[config.mk]
export PLATFORM = sky130hd
export DESIGN_NAME = fib_exec_sequencer
export DESIGN_NICKNAME = d
export VERILOG_FILES = /design/src/rtl/fib_exec_sequencer.sv
export SDC_FILE = /design/constraint.sdc
export NUM_CORES = 1
export LEC_CHECK = 0
export CAP_MARGIN = 10
export CORE_AREA = 2 2 64 66
export CTS_BUF_LIST = sky130_fd_sc_hd__clkbuf_16
export DETAILED_ROUTE_END_ITERATION = 8
export DIE_AREA = 0 0 66 68
export PLACE_DENSITY = 0.9
export RECOVER_POWER = 25
export SLEW_MARGIN = 20
export SYNTH_ARGS = -nofsm -noshare
export SYNTH_HDL_FRONTEND = slang
export SYNTH_SLANG_ARGS = --single-unit
[constraint.sdc]
create_clock -name clk -period 3.4 [get_ports clk]
set_clock_uncertainty 0.15 [all_clocks]
set_input_delay 0.68 -clock clk [delete_from_list [all_inputs] [get_ports clk]]
set_output_delay 0.68 -clock clk [all_outputs]
set_load 0.05 [all_outputs]
[src/rtl/fib_exec_sequencer.sv]
// Control FSM for the Fibonacci datapath: clears/steps it and streams each term MSB-first
// over a valid/ready byte link. Define FIB_SEQ_PACE_EN to insert pace_cycles between terms.
module fib_exec_sequencer #(
  parameter int unsigned bits        = 8,
  parameter int unsigned pace_cycles = 50_000_000
) (
  input  logic            clk,
  input  logic            rst,
  input  logic            cmd_valid,
  input  logic [7:0]      cmd_data,
  output logic            cmd_ready,
  input  logic            abort,
  output logic            dp_clear,
  output logic            dp_step,
  input  logic [bits-1:0] dp_value,
  input  logic            dp_ovf,
  output logic            tx_valid,
  output logic [7:0]      tx_data,
  input  logic            tx_ready,
  output logic [bits-1:0] Ro,
  output logic [7:0]      term_idx,
  output logic            busy,
  output logic            done,
  output logic            ovf_err
);

  localparam int unsigned NBYTES = (bits + 7) / 8;
  localparam int unsigned SW     = 8 * NBYTES;
  localparam int unsigned BCW    = $clog2(NBYTES + 1);

  localparam logic [2:0] StIdle   = 3'd0;
  localparam logic [2:0] StClear  = 3'd1;
  localparam logic [2:0] StSettle = 3'd2;
  localparam logic [2:0] StLatch  = 3'd3;
  localparam logic [2:0] StSend   = 3'd4;
  localparam logic [2:0] StPace   = 3'd5;
  localparam logic [2:0] StStep   = 3'd6;
  localparam logic [2:0] StDone   = 3'd7;

  logic [2:0]      state_q, state_d;
  logic [7:0]      remaining_q, remaining_d;
  logic [7:0]      term_idx_q, term_idx_d;
  logic            ovf_err_q, ovf_err_d;
  logic [bits-1:0] ro_q, ro_d;
  logic [SW-1:0]   shreg_q, shreg_d;
  logic [BCW-1:0]  byte_cnt_q, byte_cnt_d;

`ifdef FIB_SEQ_PACE_EN
  logic [31:0]     pace_cnt_q, pace_cnt_d;
`else
  logic            unused_pace;
  assign unused_pace = ^32'(pace_cycles);
`endif

  always_comb begin
    state_d     = state_q;
    remaining_d = remaining_q;
    term_idx_d  = term_idx_q;
    ovf_err_d   = ovf_err_q;
    ro_d        = ro_q;
    shreg_d     = shreg_q;
    byte_cnt_d  = byte_cnt_q;
`ifdef FIB_SEQ_PACE_EN
    pace_cnt_d  = pace_cnt_q;
`endif

    case (state_q)
      StIdle: begin
        if (cmd_valid) begin
          remaining_d = cmd_data;
          term_idx_d  = 8'd0;
          ovf_err_d   = 1'b0;
          state_d     = (cmd_data == 8'd0) ? StDone : StClear;
        end
      end
      StClear:  state_d = StSettle;
      StStep:   state_d = StSettle;
      StSettle: state_d = StLatch;
      StLatch: begin
        ro_d                = dp_value;
        shreg_d             = '0;
        shreg_d[bits-1:0]   = dp_value;
        byte_cnt_d          = BCW'(NBYTES);
        if (term_idx_q != 8'hff) term_idx_d = term_idx_q + 8'd1;
        state_d             = StSend;
      end
      StSend: begin
        if (tx_ready) begin
          shreg_d    = shreg_q << 8;
          byte_cnt_d = byte_cnt_q - BCW'(1);
          if (byte_cnt_q == BCW'(1)) begin
            remaining_d = remaining_q - 8'd1;
            if (remaining_q == 8'd1) begin
              state_d = StDone;
            end else if (dp_ovf) begin
              ovf_err_d = 1'b1;
              state_d   = StDone;
            end else begin
`ifdef FIB_SEQ_PACE_EN
              pace_cnt_d = '0;
              state_d    = StPace;
`else
              state_d    = StStep;
`endif
            end
          end
        end
      end
      StPace: begin
`ifdef FIB_SEQ_PACE_EN
        if (pace_cnt_q == 32'(pace_cycles - 1)) begin
          state_d = StStep;
        end else begin
          pace_cnt_d = pace_cnt_q + 32'd1;
        end
`else
        state_d = StStep;
`endif
      end
      StDone:  state_d = StIdle;
      default: state_d = StIdle;
    endcase

    // Abort wins over the normal transition but keeps a byte handshaken in the same cycle.
    if (abort && (state_q != StIdle) && (state_q != StDone)) state_d = StDone;
  end

  always_ff @(posedge clk) begin
    if (rst) begin
      state_q     <= StIdle;
      remaining_q <= 8'd0;
      term_idx_q  <= 8'd0;
      ovf_err_q   <= 1'b0;
      ro_q        <= '0;
      shreg_q     <= '0;
      byte_cnt_q  <= '0;
`ifdef FIB_SEQ_PACE_EN
      pace_cnt_q  <= '0;
`endif
    end else begin
      state_q     <= state_d;
      remaining_q <= remaining_d;
      term_idx_q  <= term_idx_d;
      ovf_err_q   <= ovf_err_d;
      ro_q        <= ro_d;
      shreg_q     <= shreg_d;
      byte_cnt_q  <= byte_cnt_d;
`ifdef FIB_SEQ_PACE_EN
      pace_cnt_q  <= pace_cnt_d;
`endif
    end
  end

  assign cmd_ready = (state_q == StIdle);
  assign busy      = (state_q != StIdle);
  assign dp_clear  = (state_q == StClear);
  assign dp_step   = (state_q == StStep);
  assign tx_valid  = (state_q == StSend);
  assign done      = (state_q == StDone);
  assign tx_data   = shreg_q[SW-1 -: 8];
  assign Ro        = ro_q;
  assign term_idx  = term_idx_q;
  assign ovf_err   = ovf_err_q;

endmodule

# Word-level counts from Yosys, hierarchy flattened
# Cells that the tools add are included.
# Widths: inputs -> output; s select.
[word_totals]
output_inout_bits = 31
in_bits = 22
word_cells = 68
regBits = 37
[classes]
n_reduce_logical = 14
addsub = 3
muxes = 25
eq_ne = 19
[ops]
columns = ["cell", "count"]
rows = [
  ["$mux 8", 6],
  ["$pmux 8 s2", 3],
  ["$pmux 3 s7", 1],
  ["$mux 3", 5],
  ["$eq 3x3->1 const B", 4],
  ["$add 8x1->8 const B", 1],
  ["$eq 8x1->1 const B", 1],
  ["$logic_not 8->1", 1],
  ["$mux 1", 8],
  ["$ne 2x2->1 const B", 4],
  ["$ne 8x8->1 const B", 1],
  ["$sub 8x1->8 const B", 1],
  ["$eq 3x2->1 const B", 2],
  ["$ne 3x1->1 const B", 2],
  ["$reduce_and 3->1", 2],
  ["$reduce_and 6->1", 1],
  ["$reduce_bool 2->1", 3],
  ["$ne 2x1->1 const B", 2],
  ["$pmux 1 s2", 2],
  ["$reduce_and 4->1", 1],
  ["$eq 3x1->1 const B", 1],
  ["$logic_not 3->1", 1],
  ["$ne 3x2->1 const B", 1],
  ["$ne 3x3->1 const B", 1],
  ["5 further kinds", 6],
]

# Logic depth before layout (Yosys ltp)
[depth]
ltp_word = 6
ltp_mapped = 7
depth_no_buf = 5

# Least setup slack after synthesis
# No wires, ideal clock.
[synth_timing]
path_type = "register to output"
startpoint = "reg state_q[0]"
endpoint = "out busy"
slack_ps = 667
arrival_time_ps = 1903
required_time_ps = 2570
path_buffers = 1
stages_incl_launch_ff = 4
cell_sequence = "dfxtp_1 clkbuf_1 nor3_2 inv_1"
[synth_between]
elab_chain_len = 1
[synth_rtl]
columns = ["item", "line_no", "source"]
rows = [
  ["start, declared", "40", "logic [2:0] state_q, state_d;"],
  ["start signal, assigned", "130", "state_q <= StIdle;"],
  ["start signal, assigned", "141", "state_q <= state_d;"],
  ["$reduce_bool 3->1", "155", "assign busy = (state_q != StIdle);"],
  ["end, declared", "22", "output logic busy,"],
]
# Every way passes these cells.

# Worst setup path after layout
[layout_timing]
startpoint = "reg state_q[2]"
endpoint = "out tx_valid"
[layout_between]
elab_chain_len = 1
[layout_rtl]
columns = ["item", "line_no", "source"]
rows = [
  ["$eq 3x3->1", "158", "assign tx_valid = (state_q == StSend);"],
  ["end, declared", "17", "output logic tx_valid,"],
]
# Every way passes these cells.

==> flow_summary.json <==
{
  "finalCriticalPeriod_ns": 3.05,
  "initial_antenna_violation_count": 0,
  "power.static_leakage_nw": 0.909,
  "synth_seq_cells": 37,
  "cts_setup_buffers": 0,
  "num_vias": 1841,
  "hpwl_mm": 3.19,
  "io-pin-count": 53,
  "cts_buffers": 5,
  "post_synth_and_or_nand_nor_area_fraction_pct": 24.4,
  "filler_cell_count": 337,
  "rows": 23,
  "min_to": "Ro[3]",
  "post_cts_hold_buffer_count": 0,
  "initial_utilization_pct": 47.0,
  "async_flop_share_pct": 0,
  "power.total_mw": 1.86,
  "power_density_mw_per_mm2": 731,
  "hold_path.class": "flip-flop to flip-flop",
  "timing.setup.tns_ns": 0,
  "drc_errors": 0,
  "crit_path_end_kind": "primary output",
  "rsz0062_at_grt": "false",
  "yosys.cell_types.count": 45,
  "root_buffer": "sky130_fd_sc_hd__clkbuf_16",
  "drv.max_cap_violation_count": 0,
  "cells_resized_by_post_cts_repair": 0,
  "numPortBuffers": 52,
  "post-synth-top-count-cell": "sky130_fd_sc_hd__dfxtp_1",
  "area_growth_pct": 40.4,
  "reg2regPathDepth": 5,
  "share_of_yosys_cell_area_claimed_by_the_top_area_cell_type_pct": 40.9,
  "die_height_um": 68,
  "grt.overflow.total": 0,
  "cp_data_required_time_ns": 2.57,
  "rr_endpoint": "byte_cnt_q",
  "die_area_mm2": 0.00449,
  "worst_ep_arrival_time_ns": 2.22,
  "critical_setup_path_class": "flip-flop to primary output",
  "setup.reg_to_reg.worst_slack_ns": 0.74,
  "length_of_the_first_detailed_routing_pass_in_iterations": 4,
  "n_antenna_cell": 0,
  "crit_path_start": "state_q[2]",
  "grt_max_degree": 31,
  "avgSynthCellArea_um2": 7.99,
  "gp_weighted_congestion": 0.877,
  "worst_skew_pair.late_latency_ns": 0.28,
  "final_antenna_net_count": 0,
  "mappedNetlistNets": 252,
  "synth_enable_flop_cells": 0,
  "design.core.area_mm2": 0.00386,
  "timing.final.crit_share_pct": 89.7,
  "synthCells": 227,
  "post_drt_wl_per_cell_um": 14.1,
  "tritoncts": "built",
  "synth_area_leader_cell": "sky130_fd_sc_hd__dfxtp_1",
  "combinational_family_with_the_most_area_after_synthesis": "compound AO/OA/AOI/OAI gates",
  "ys.warnings.count": 0,
  "netlist_top_cells_area": "sky130_fd_sc_hd__dfxtp_1 41%, sky130_fd_sc_hd__a21oi_1 9.4%, sky130_fd_sc_hd__nand2_1 6.6%",
  "ctsHtreeMaxLevel": 2,
  "finalSetupViolations": 0,
  "synth_common_cells": "37 x sky130_fd_sc_hd__dfxtp_1, 34 x sky130_fd_sc_hd__a21oi_1, 32 x sky130_fd_sc_hd__nand2_1",
  "yosys.area_share.adder_pct": 2.07,
  "compound_gate_fraction_of_synth_area_pct": 27.6,
  "synthMuxAreaShare_pct": 0,
  "clk_path_buf_depth": 2,
  "post_route_cells_drive_above_1_share_pct": 5.05,
  "clk_transition_reported_paths_ns": 0.06,
  "synth.yosys.seq_area_share_pct": 40.9,
  "synth_xor_xnor_area_share_pct": 0,
  "grt_pass1_wl_mm": 7.57,
  "drt-initial-drc-count": 165,
  "critical_path.startpoint_type": "flip-flop",
  "num-nets-final": 301,
  "max_slew.worst_pin.slew_ns": 0.710,
  "synthesis.area_mm2": 0.00181,
  "max-vdd-ir-drop_uv": 431,
  "timing_hold_violations_final": 0,
  "slew_violations": 0,
  "grt_pass1_vias": 1682,
  "max_freq_ghz": 0.328,
  "synth_top_flop_cell": "sky130_fd_sc_hd__dfxtp_1",
  "routed_via_density": 5.63,
  "die_width_um": 66,
  "timing.slew.headroom_pct": 52.6,
  "clock-sinks": 37,
  "holdPathStages": 2,
  "global_route.usage.total_pct": 21.9,
  "min_from": "Ro[3]",
  "drt-total-wl_mm": 4.60,
  "crit_fanout": 17,
  "timing.hold.ws_ns": 0.300,
  "outcome": "finished clean",
  "rr_startpoint": "state_q[2]",
  "final_core_util_pct": 66.0
}
[routing by layer]
metal	track usage [%]	up-vias	wire, um
met5	0	-	0
met2	36.0	58	2280
met1	27.6	848	1980
met4	12.0	0	87
li1	-	927	-
met3	3.78	8	247
[through the flow]
| stage | area, um^2 | worst slack, ns | cells |
|---|---|---|---|
| 6_report | 2550 | 0.352 | 327 |
| 5_1_grt | 2550 | 0.292 | 327 |
| 4_1_cts | 2550 | 0.408 | 327 |
| 3_5_place_dp | 2350 | 0.651 | 319 |
| 3_3_place_gp | 2350 | 0.672 | 319 |
| 2_1_floorplan | 1810 | 0.667 | 227 |
[layout make-up]
type,count,area (um^2),area share [%]
flip-flops and latches,37,741,29.1
clock inverters,3,68.8,2.70
clock buffers,5,125,4.91
well taps,50,62.6,2.46
multi-input cells,167,978,38.4
repair buffers,53,526,20.6
inverters,12,45.0,1.77
[critical path: stages (launching register included)]
cell and delay (ns):
sky130_fd_sc_hd__dfxtp_1 0.69, sky130_fd_sc_hd__or3b_1 0.60, sky130_fd_sc_hd__inv_1 0.37, sky130_fd_sc_hd__buf_4 0.27
[flip-flops by register name, summed over array words and instances, names as in the netlist]
name	count
tx_data	8
remaining_q	8
term_idx	8
Ro	8
state_q	3
ovf_err	1
byte_cnt_q	1
[kinds of logic after synthesis]
| family | after synthesis |
|---|---|
| AOI/OAI and AO/OA | 79 |
| adders and majority gates | 3 |
| buffers and inverters | 23 |
| DFF | 37 |
| and+or+nand+nor | 85 |
[worst max path at each step]
stage / endpoint / slack, ns / cells past startpoint
global placement: term_idx[3] / 0.67 / 5
CTS: tx_valid / 0.41 / 3
global route: tx_valid / 0.29 / 3
detailed placement: term_idx[3] / 0.65 / 5
finish: tx_valid / 0.35 / 3
floorplan: busy / 0.67 / 3
[power by group]
group | leakage, nW | internal (mW) | switching (mW) | total, mW
Combinational | 0.514 | 0.233 | 0.429 | 0.662
Clock | 0.0944 | 0.423 | 0.181 | 0.604
Sequential | 0.301 | 0.500 | 0.0936 | 0.594
Total | 0.909 | 1.16 | 0.704 | 1.86
[layout by cell type (no fill, tap or decap), drive strengths merged, types with 2 or more instances in the layout]
cell           count
or3b               2
a31oi              3
o21ai             12
and2               4
a211o              2
a211oi            11
nand4              5
nand2b             2
buf                2
dfxtp             37
nand3              6
clkdlybuf4s50     45
nor2b              2
o21a               2
ha                 3
and3               2
bufinv             2
a21oi             34
clkbuf             5
nor3               5
dlygate4sd3        6
nand2             32
nor4               3
nand4b             3
a311oi             2
inv               13
a21o               6
nor2              11
(Power assumes the default switching activity.)
